File: src/rtl/btn_pkg.sv
// -----------------------------------------------------------------------------
// btn_pkg
// Shared definitions for the button conditioner.
//   state_t            : per-channel debounce FSM state (IDLE, WAIT_HI, HIGH, WAIT_LO)
//   CH_START/STOP/CLEAR: channel indices for the three front-panel buttons
// No ports (package).
// -----------------------------------------------------------------------------
package btn_pkg;

   typedef enum logic [1:0] {
      IDLE    = 2'd0,
      WAIT_HI = 2'd1,
      HIGH    = 2'd2,
      WAIT_LO = 2'd3
   } state_t;

   localparam int CH_START = 0;
   localparam int CH_STOP  = 1;
   localparam int CH_CLEAR = 2;

endpackage

File: src/rtl/button_conditioner_if.sv
// -----------------------------------------------------------------------------
// button_conditioner_if
// Bundles the button-side signals of button_conditioner.
//   btn_raw   : raw bouncing button levels (driven by master)
//   btn_level : debounced levels
//   btn_rise  : one-cycle accepted-press pulses
//   btn_fall  : one-cycle accepted-release pulses
//   btn_long  : one-cycle long-press pulses (only with BTN_LONG_PRESS_EN)
//   dbg_state : per-channel FSM state, for observation
// Handshake: there is no valid/ready pair; btn_rise/btn_fall/btn_long act as
// one-cycle "valid" strobes that the consumer must take in the cycle they are
// high (no back-pressure).
// Modports: master = button/consumer side, slave = conditioner side.
// Macro: BTN_LONG_PRESS_EN adds btn_long.
// -----------------------------------------------------------------------------
interface button_conditioner_if #(
   parameter int N = 3
);
   import btn_pkg::*;

   logic [N-1:0]   btn_raw;
   logic [N-1:0]   btn_level;
   logic [N-1:0]   btn_rise;
   logic [N-1:0]   btn_fall;
`ifdef BTN_LONG_PRESS_EN
   logic [N-1:0]   btn_long;
`endif
   state_t [N-1:0] dbg_state;

`ifdef BTN_LONG_PRESS_EN
   modport master (output btn_raw, input btn_level, input btn_rise, input btn_fall,
                   input btn_long, input dbg_state);
   modport slave  (input btn_raw, output btn_level, output btn_rise, output btn_fall,
                   output btn_long, output dbg_state);
`else
   modport master (output btn_raw, input btn_level, input btn_rise, input btn_fall,
                   input dbg_state);
   modport slave  (input btn_raw, output btn_level, output btn_rise, output btn_fall,
                   output dbg_state);
`endif

endinterface

File: src/rtl/debounce_ch.sv
// -----------------------------------------------------------------------------
// debounce_ch
// One button channel: 2-flop synchronizer, 4-state debounce FSM with a
// saturating stability counter, registered rise/fall pulses and, with
// BTN_LONG_PRESS_EN, a hold counter producing one long-press pulse.
// Ports:
//   clk, reset : clock, synchronous active-high reset
//   raw_i      : asynchronous raw button level
//   level_o    : debounced level
//   rise_o     : one-cycle pulse in the first HIGH cycle
//   fall_o     : one-cycle pulse in the first IDLE cycle after release
//   long_o     : one-cycle long-press pulse (only with BTN_LONG_PRESS_EN)
//   state_o    : current FSM state
// -----------------------------------------------------------------------------
module debounce_ch
   import btn_pkg::*;
#(
   parameter int DB_CYCLES   = 1_000_000,
   parameter int HOLD_CYCLES = 100_000_000
) (
   input  logic   clk,
   input  logic   reset,
   input  logic   raw_i,
   output logic   level_o,
   output logic   rise_o,
   output logic   fall_o,
`ifdef BTN_LONG_PRESS_EN
   output logic   long_o,
`endif
   output state_t state_o
);

   localparam int            CW       = $clog2(DB_CYCLES);
   localparam logic [CW-1:0] CNT_LAST = CW'(DB_CYCLES - 1);
   localparam logic [CW-1:0] CNT_MAX  = '1;

   logic          sync1_q, sync2_q;
   state_t        state_q, state_d;
   logic [CW-1:0] cnt_q, cnt_d;
   logic          rise_q, rise_d;
   logic          fall_q, fall_d;

   // Synchronizer: only sync2_q is used by the FSM.
   always_ff @(posedge clk) begin
      if (reset) begin
         sync1_q <= 1'b0;
         sync2_q <= 1'b0;
      end else begin
         sync1_q <= raw_i;
         sync2_q <= sync1_q;
      end
   end

   always_ff @(posedge clk) begin
      if (reset) begin
         state_q <= IDLE;
         cnt_q   <= '0;
         rise_q  <= 1'b0;
         fall_q  <= 1'b0;
      end else begin
         state_q <= state_d;
         cnt_q   <= cnt_d;
         rise_q  <= rise_d;
         fall_q  <= fall_d;
      end
   end

   always_comb begin
      state_d = state_q;
      cnt_d   = cnt_q;
      rise_d  = 1'b0;
      fall_d  = 1'b0;
      unique case (state_q)
         IDLE: begin
            if (sync2_q) begin
               state_d = WAIT_HI;
               cnt_d   = '0;
            end
         end
         WAIT_HI: begin
            if (!sync2_q) begin
               state_d = IDLE;
            end else begin
               if (cnt_q != CNT_MAX) cnt_d = cnt_q + 1'b1;
               if (cnt_q == CNT_LAST) begin
                  state_d = HIGH;
                  rise_d  = 1'b1;
               end
            end
         end
         HIGH: begin
            if (!sync2_q) begin
               state_d = WAIT_LO;
               cnt_d   = '0;
            end
         end
         WAIT_LO: begin
            if (sync2_q) begin
               // Bounce during release: back to HIGH silently.
               state_d = HIGH;
            end else begin
               if (cnt_q != CNT_MAX) cnt_d = cnt_q + 1'b1;
               if (cnt_q == CNT_LAST) begin
                  state_d = IDLE;
                  fall_d  = 1'b1;
               end
            end
         end
         default: state_d = IDLE;
      endcase
   end

   // Level follows the accepted state, so it stays high through WAIT_LO.
   assign level_o = (state_q == HIGH) || (state_q == WAIT_LO);
   assign rise_o  = rise_q;
   assign fall_o  = fall_q;
   assign state_o = state_q;

`ifdef BTN_LONG_PRESS_EN
   localparam int            HW        = $clog2(HOLD_CYCLES);
   localparam logic [HW-1:0] HOLD_LAST = HW'(HOLD_CYCLES - 1);

   logic [HW-1:0] hold_q, hold_d;
   logic          long_q, long_d;

   always_ff @(posedge clk) begin
      if (reset) begin
         hold_q <= '0;
         long_q <= 1'b0;
      end else begin
         hold_q <= hold_d;
         long_q <= long_d;
      end
   end

   // Hold counter runs only in HIGH and sticks at HOLD_LAST, so the pulse
   // fires once per press.
   always_comb begin
      hold_d = '0;
      long_d = 1'b0;
      if (state_q == HIGH) begin
         hold_d = hold_q;
         if (hold_q != HOLD_LAST) begin
            hold_d = hold_q + 1'b1;
            long_d = (hold_d == HOLD_LAST);
         end
      end
   end

   assign long_o = long_q;
`endif

endmodule

File: src/rtl/button_conditioner.sv
// -----------------------------------------------------------------------------
// button_conditioner
// N independent debounced push-button channels (ch0 start, ch1 stop,
// ch2 clear), each a debounce_ch instance.
// Ports:
//   clk   : single clock, rising edge
//   reset : synchronous active-high reset, priority over all inputs
//   bus   : button_conditioner_if.slave (btn_raw in; btn_level, btn_rise,
//           btn_fall, [btn_long], dbg_state out)
// Macro: BTN_LONG_PRESS_EN enables btn_long and the hold counters.
// -----------------------------------------------------------------------------
module button_conditioner
   import btn_pkg::*;
#(
   parameter int N           = 3,
   parameter int DB_CYCLES   = 1_000_000,
   parameter int HOLD_CYCLES = 100_000_000
) (
   input  logic                   clk,
   input  logic                   reset,
   button_conditioner_if.slave    bus
);

   for (genvar i = 0; i < N; i++) begin : g_ch
      debounce_ch #(
         .DB_CYCLES   (DB_CYCLES),
         .HOLD_CYCLES (HOLD_CYCLES)
      ) u_ch (
         .clk     (clk),
         .reset   (reset),
         .raw_i   (bus.btn_raw[i]),
         .level_o (bus.btn_level[i]),
         .rise_o  (bus.btn_rise[i]),
         .fall_o  (bus.btn_fall[i]),
`ifdef BTN_LONG_PRESS_EN
         .long_o  (bus.btn_long[i]),
`endif
         .state_o (bus.dbg_state[i])
      );
   end

endmodule

File: src/flat_wrapper.sv
// flat-port wrapper written by rule: the top's interface ports become plain ports
module button_conditioner_flat import btn_pkg::*;
#(
   parameter int N           = 3,
   parameter int DB_CYCLES   = 1_000_000,
   parameter int HOLD_CYCLES = 100_000_000
)
  (clk, reset, bus_btn_raw, bus_btn_level, bus_btn_rise, bus_btn_fall, bus_dbg_state);
  button_conditioner_if #(.N(N)) bus_i ();
  input  logic clk;
  input  logic reset;
  input wire logic [$bits(bus_i.btn_raw)-1:0] bus_btn_raw;
  output wire logic [$bits(bus_i.btn_level)-1:0] bus_btn_level;
  output wire logic [$bits(bus_i.btn_rise)-1:0] bus_btn_rise;
  output wire logic [$bits(bus_i.btn_fall)-1:0] bus_btn_fall;
  output wire logic [$bits(bus_i.dbg_state)-1:0] bus_dbg_state;
  assign bus_i.btn_raw = bus_btn_raw;
  assign bus_btn_level = bus_i.btn_level;
  assign bus_btn_rise = bus_i.btn_rise;
  assign bus_btn_fall = bus_i.btn_fall;
  assign bus_dbg_state = bus_i.dbg_state;
  button_conditioner #(.N(N), .DB_CYCLES(DB_CYCLES), .HOLD_CYCLES(HOLD_CYCLES)) u_core (.clk(clk), .reset(reset), .bus(bus_i));
endmodule
File: config.mk
export PLATFORM = sky130hd
export DESIGN_NAME = button_conditioner_flat
export DESIGN_NICKNAME = d
export VERILOG_FILES = /design/src/rtl/btn_pkg.sv /design/src/rtl/button_conditioner_if.sv /design/src/rtl/debounce_ch.sv /design/src/rtl/button_conditioner.sv /design/src/flat_wrapper.sv
export SDC_FILE = /design/constraint.sdc
export NUM_CORES = 1
export LEC_CHECK = 0
export BUFFER_PORTS_ARGS = -buffer_cell sky130_fd_sc_hd__clkbuf_2
export CORE_ASPECT_RATIO = 0.75
export CORE_UTILIZATION = 50
export CTS_CLUSTER_SIZE = 40
export DETAILED_ROUTE_END_ITERATION = 8
export GPL_TIMING_DRIVEN = 0
export HOLD_SLACK_MARGIN = 0.1
export PLACE_DENSITY = 0.69
export SLEW_MARGIN = 20
export SYNTH_ARGS = -nofsm -noshare
export SYNTH_HDL_FRONTEND = slang
export SYNTH_SLANG_ARGS = --single-unit
File: constraint.sdc
create_clock -name clk -period 2.12 [get_ports clk]
set_clock_uncertainty 0.15 [all_clocks]
set_input_delay 0.424 -clock clk [delete_from_list [all_inputs] [get_ports clk]]
set_output_delay 0.424 -clock clk [all_outputs]
set_load 0.005 [all_outputs]
# Word-level counts from Yosys, hierarchy flattened
# Index checks and enable logic that the tools add are counted.
dict set report op_classes {
  addsub 3
  muxes 42
  reduce_logical 18
  bitwise 9
  n_eq_ne 33
}
# cell n
set op_table {}
lappend op_table {{$mux 20} 15}
lappend op_table {{$pmux 20 s4} 3}
lappend op_table {{$add 20x1->20 const B} 3}
lappend op_table {{$eq 20x20->1 const B} 3}
lappend op_table {{$ne 20x20->1 const B} 3}
lappend op_table {{$mux 2} 18}
lappend op_table {{$ne 2x2->1 const B} 12}
lappend op_table {{$pmux 2 s4} 3}
lappend op_table {{$reduce_and 4->1} 6}
lappend op_table {{$ne 3x3->1 const B} 6}
lappend op_table {{$reduce_or 3->1} 6}
lappend op_table {{$eq 2x2->1 const B} 6}
lappend op_table {{$not 1->1} 9}
lappend op_table {{$eq 2x1->1 const B} 3}
lappend op_table {{$logic_not 2->1} 3}
lappend op_table {{$logic_or 1x1->1} 3}
lappend op_table {{$mux 1} 3}
dict set report totals {
  word_cells 123
  ff_bits 78
  in_bits 5
  out_inout_bits 15
}

# Longest topological paths before layout
dict set report logic_depth {
  depth_word 4
  mapped_depth 7
  ltp_nobuf 6
}

# Hierarchy
# Synthesis repeated with hierarchy kept, for this count alone.
dict set report unflattened {
  hier_cells 432
  area_unflattened_um2 3783.6
}
# module seq_area_each_um2 instances cells_per_inst area_each_um2
set modules_own_cells {}
lappend modules_own_cells {debounce_ch 520.5 3 144 1261.2}

# Worst setup path after synthesis
# No wires, ideal clock.
dict set report synth_path {
  path_type {register -> register}
  start {register u_core.g_ch[2].u_ch.cnt_q[0]}
  end {register u_core.g_ch[2].u_ch.cnt_q[17]}
  n_path_buf 0
  required_time_ns 1.897
  path_stages_with_launch 7
  slack_ns 0.173
  setup_ns 0.073
  t_arrival_ns 1.724
  period_less_slack_ns 1.947
  cell_sequence {dfxtp_1 > ha_1 > and4_1 > and3_1 > a21o_1 > or4_1 > a21oi_1}
}
dict set report synth_between {
  elab_chain_cells 4
  word_cells_on_any_way 6
  cone_classes {1 x add/sub; 1 x eq/ne; 4 x mux}
}
# item line
set synth_lines {}
lappend synth_lines {{start, declared} debounce_ch.sv:39} ;# logic [CW-1:0] cnt_q, cnt_d;
lappend synth_lines {{start signal, assigned} debounce_ch.sv:62} ;# cnt_q <= cnt_d;
lappend synth_lines {{$add 20x1->20 or $ne 20x20->1 (tied branches)} {debounce_ch.sv:84, debounce_ch.sv:102}}
lappend synth_lines {{$mux 20 (*)} {debounce_ch.sv:84, debounce_ch.sv:102}}
lappend synth_lines {{$mux 20 (on tied branches)} {debounce_ch.sv:98, debounce_ch.sv:81}}
lappend synth_lines {{$pmux 20 s4 (*)} debounce_ch.sv:73} ;# unique case (state_q)
# Mark *: on every way between the ends. The rest lies on a longest branch, timed or not. The select of a mux whose other input is x is not followed.
# A chain may end at the register's enable or synchronous reset.

# Worst setup path in the final report
# Same ends and word-level chain as after synthesis.

==> results.toml <==
[run_status]
status = "complete, but fails checks"
violations = "setup timing"

[synth]
synth_largest_area_cell = "dfxtp_1"
syn-num-nets = 446
yosys.cell_count.top_type = "dfxtp_1"
synth-seq-area-share_pct = 39.96
yosys_warnings = 0
synth-edff-count = 0
synth_top_area_share_pct = 39.96
synth_ff_type = "dfxtp_1"
synth_cell_types = 60
synth_area_leaders = "dfxtp_1 40%, xnor2_1 7.4%, nor2_1 5.1%, a21oi_1 3.6%, nand4_1 3.2%"
syn-instance-count = 438
syn_area_per_cell_um2 = 8.921
ys_ff_latch = 78
synth.cell_area_um2 = 3907
async_reset_ff_share_pct = 0
ys_top_cells_by_count = "78 x dfxtp_1, 53 x nor2_1, 33 x xnor2_1"

[run]
cap_violations = 0

[floorplan]
rows = 27
die_w_um = 104.1
fp.dieArea_um2 = 8177
boundaryPins = 20
core_area_um2 = 7466
die_h_um = 78.56
initial_core_util_pct = 52.34

[placed_design]
place_congestion = 0.8226
dp_cells = 557
dp_hpwl_um = 5816
io_buffers = 18
placed_area_um2 = 4124

[setup_path]
critPathCaptureType = "flop"
critPathKind = "flop to flop"
worstPathArrival_ns = 2.26
critical-path-max-stage-delay_ns = 0.50
crit_chain = "ha_1 -> and4_1 -> and3_1 -> a21o_2 -> or4_1 -> a21oi_1"
crit_required_ns = 2.26
cp_slowest_cell = "or4_1"
crit_buf_inv = 0
crit_fanout = 8
crit_path_start_kind = "flop"
cp_top_family = "simple AND/OR/NAND/NOR gates"

[grt]
antenna_found_initial = 0
grt_pass1_wl_um = 13960
gr-total-overflow = 0
gr-usage-all-layers_pct = 21.12
grt_pass1_vias = 3016
grt_max_degree = 16

[final_layout]
finalInstanceArea_um2 = 4474
seqCellArea_um2 = 1569
stdcell_count = 575
drive_above_1_share_pct = 21.10
multi_input_area_um2 = 2262
syn_to_final_growth_pct = 14.51
nFillCells = 673
diodes = 0
fin_nets = 477

[detailed_routing]
drtIter0Drc = 177
wl_per_cell_um = 14.29
final_antenna_net_count = 0
avgViaCountPerCell = 5.732
routed_wl_um = 8217
route.detailed.drc = 0
dr.pass1.iters = 4
vias = 3296

[clock_tree]
clkLatencyLatePin_ns = 0.35
clock_sinks = 78
clk_pin_slew_ns = 0.09
cts-buffers-inserted = 9
cts_tree = "built"
cts_hold_buf = 0
htreeDepth = 3
cts_root_buf = "clkbuf_8"
clockBufferDepth = 2

[sta]
finalCriticalPeriod_ns = 2.123
setup_viol = 1
worst_slew_pin_slew_ns = 0.5182
finalCritPeriodShare_pct = 100.1
hold_ws_ns = 0.1273
grt_setup_unrepaired = "yes"
slew_headroom_pct = 65.16
max_freq_mhz = 471.1
final_max_slew_viol_count = 0
fin_ws_ns = -0.002910
setup_tns_ns = -0.002910
hold_viol = 0

[worst_hold_path]
hold_class = "input port to flop"

[power]
vdd_drop_max_mv = 0.3722
leakagePower_nw = 1.524
power_density_nw_per_um2 = 605.0
[final cells by class]
class | count | share of cell area [%]
multi-input combinational | 326 | 50.56
tap | 101 | 2.824
buffer | 26 | 3.663
clock buffer | 9 | 2.768
sequential | 78 | 35.07
clock inverter | 7 | 1.818
timing repair buffer | 20 | 2.629
inverter | 8 | 0.6711
[cell usage in the layout (no fill, tap or decap), types with 8 or more instances in the layout]
cell type	netlist	routed
clkbuf_2	0	19
clkbuf_8	0	9
nor2_1	53	53
nand3_1	21	21
buf_4	11	11
dfxtp_1	78	74
nand2_1	27	27
xnor2_1	33	32
and3_1	10	10
xor2_1	12	10
inv_1	8	8
a21oi_1	28	27
nor3_1	8	8
nand4_1	20	20
[per-layer routing]
layer	wire, um	global-route usage, %	share of wire [%]
met1	4219	30.19	51
met4	113	7.286	1.4
met5	0	0	0
met3	525	4.734	6.4
met2	3358	31.20	41
[kinds of logic (layout without fill, tap and decap cells)]
family	count (synthesis)	count (layout)	synth area share [%]
compound gates	65	65	11.85
flops	78	78	39.96
mux	4	4	1.025
xor+xnor	46	46	10.50
simple gates	208	208	30.87
buf+inv	34	70	4.835
fa+ha+maj	3	3	0.9607
[worst paths after layout]
kind	startpoint	to	slack, ns	cells after the start
setup / recovery	u_core.g_ch[2].u_ch.cnt_q[0]	u_core.g_ch[2].u_ch.cnt_q[17]	-0.003	6
hold / removal	bus_btn_raw[1]	u_core.g_ch[1].u_ch.sync1_q	0.13	2
setup reg to reg	u_core.g_ch[2].u_ch.cnt_q[0]	u_core.g_ch[2].u_ch.cnt_q[17]	-0.003	6
hold reg to reg	u_core.g_ch[0].u_ch.sync1_q	u_core.g_ch[0].u_ch.sync2_q	0.29	1
[what timing repair did]
action | in CTS | in global routing
pin swaps | 1 | 2
buffers inserted | 1 | 1
endpoints found under the setup margin | 27 | 40
hold endpoints to repair | 0 | 0
gates resized for setup | 2 | 24
[worst register-to-register path, delay by kind of cell, from the launching register on]
kind                     cells  cell delay (ns)
adder cells (fa/ha/maj)      1             0.25
AND/OR/NAND/NOR              3             0.91
flip-flops                   1             0.35
AO/OA/AOI/OAI                2             0.41
[stage by stage]
stage	total power [mW]	util, %	setup WS (ns)
3_5_place_dp	1.583	55.24	-0.1717
2_1_floorplan	1.559	-	0.1733
5_1_grt	2.794	59.93	-0.07620
6_report	2.707	59.93	-0.002910
3_3_place_gp	1.582	55.24	-0.1466
4_1_cts	2.735	58.19	0.002524
[where the power goes]
| group | total (mW) | internal, mW | switching [mW] |
|---|---|---|---|
| clock network | 1.16 | 0.560 | 0.595 |
| registers | 1.48 | 1.47 | 0.00842 |
| logic | 0.0738 | 0.0230 | 0.0508 |
[flip-flops by register name, summed over array words and instances (netlist names), named ones only]
register and flops:
u_core.g_ch.u_ch.state_o 3, u_core.g_ch.u_ch.cnt_q 60, u_core.g_ch.u_ch.sync2_q 3, u_core.g_ch.u_ch.fall_o 3
u_core.g_ch.u_ch.sync1_q 3, u_core.g_ch.u_ch.rise_o 3
Note: power is estimated with default switching activity, not from simulation.
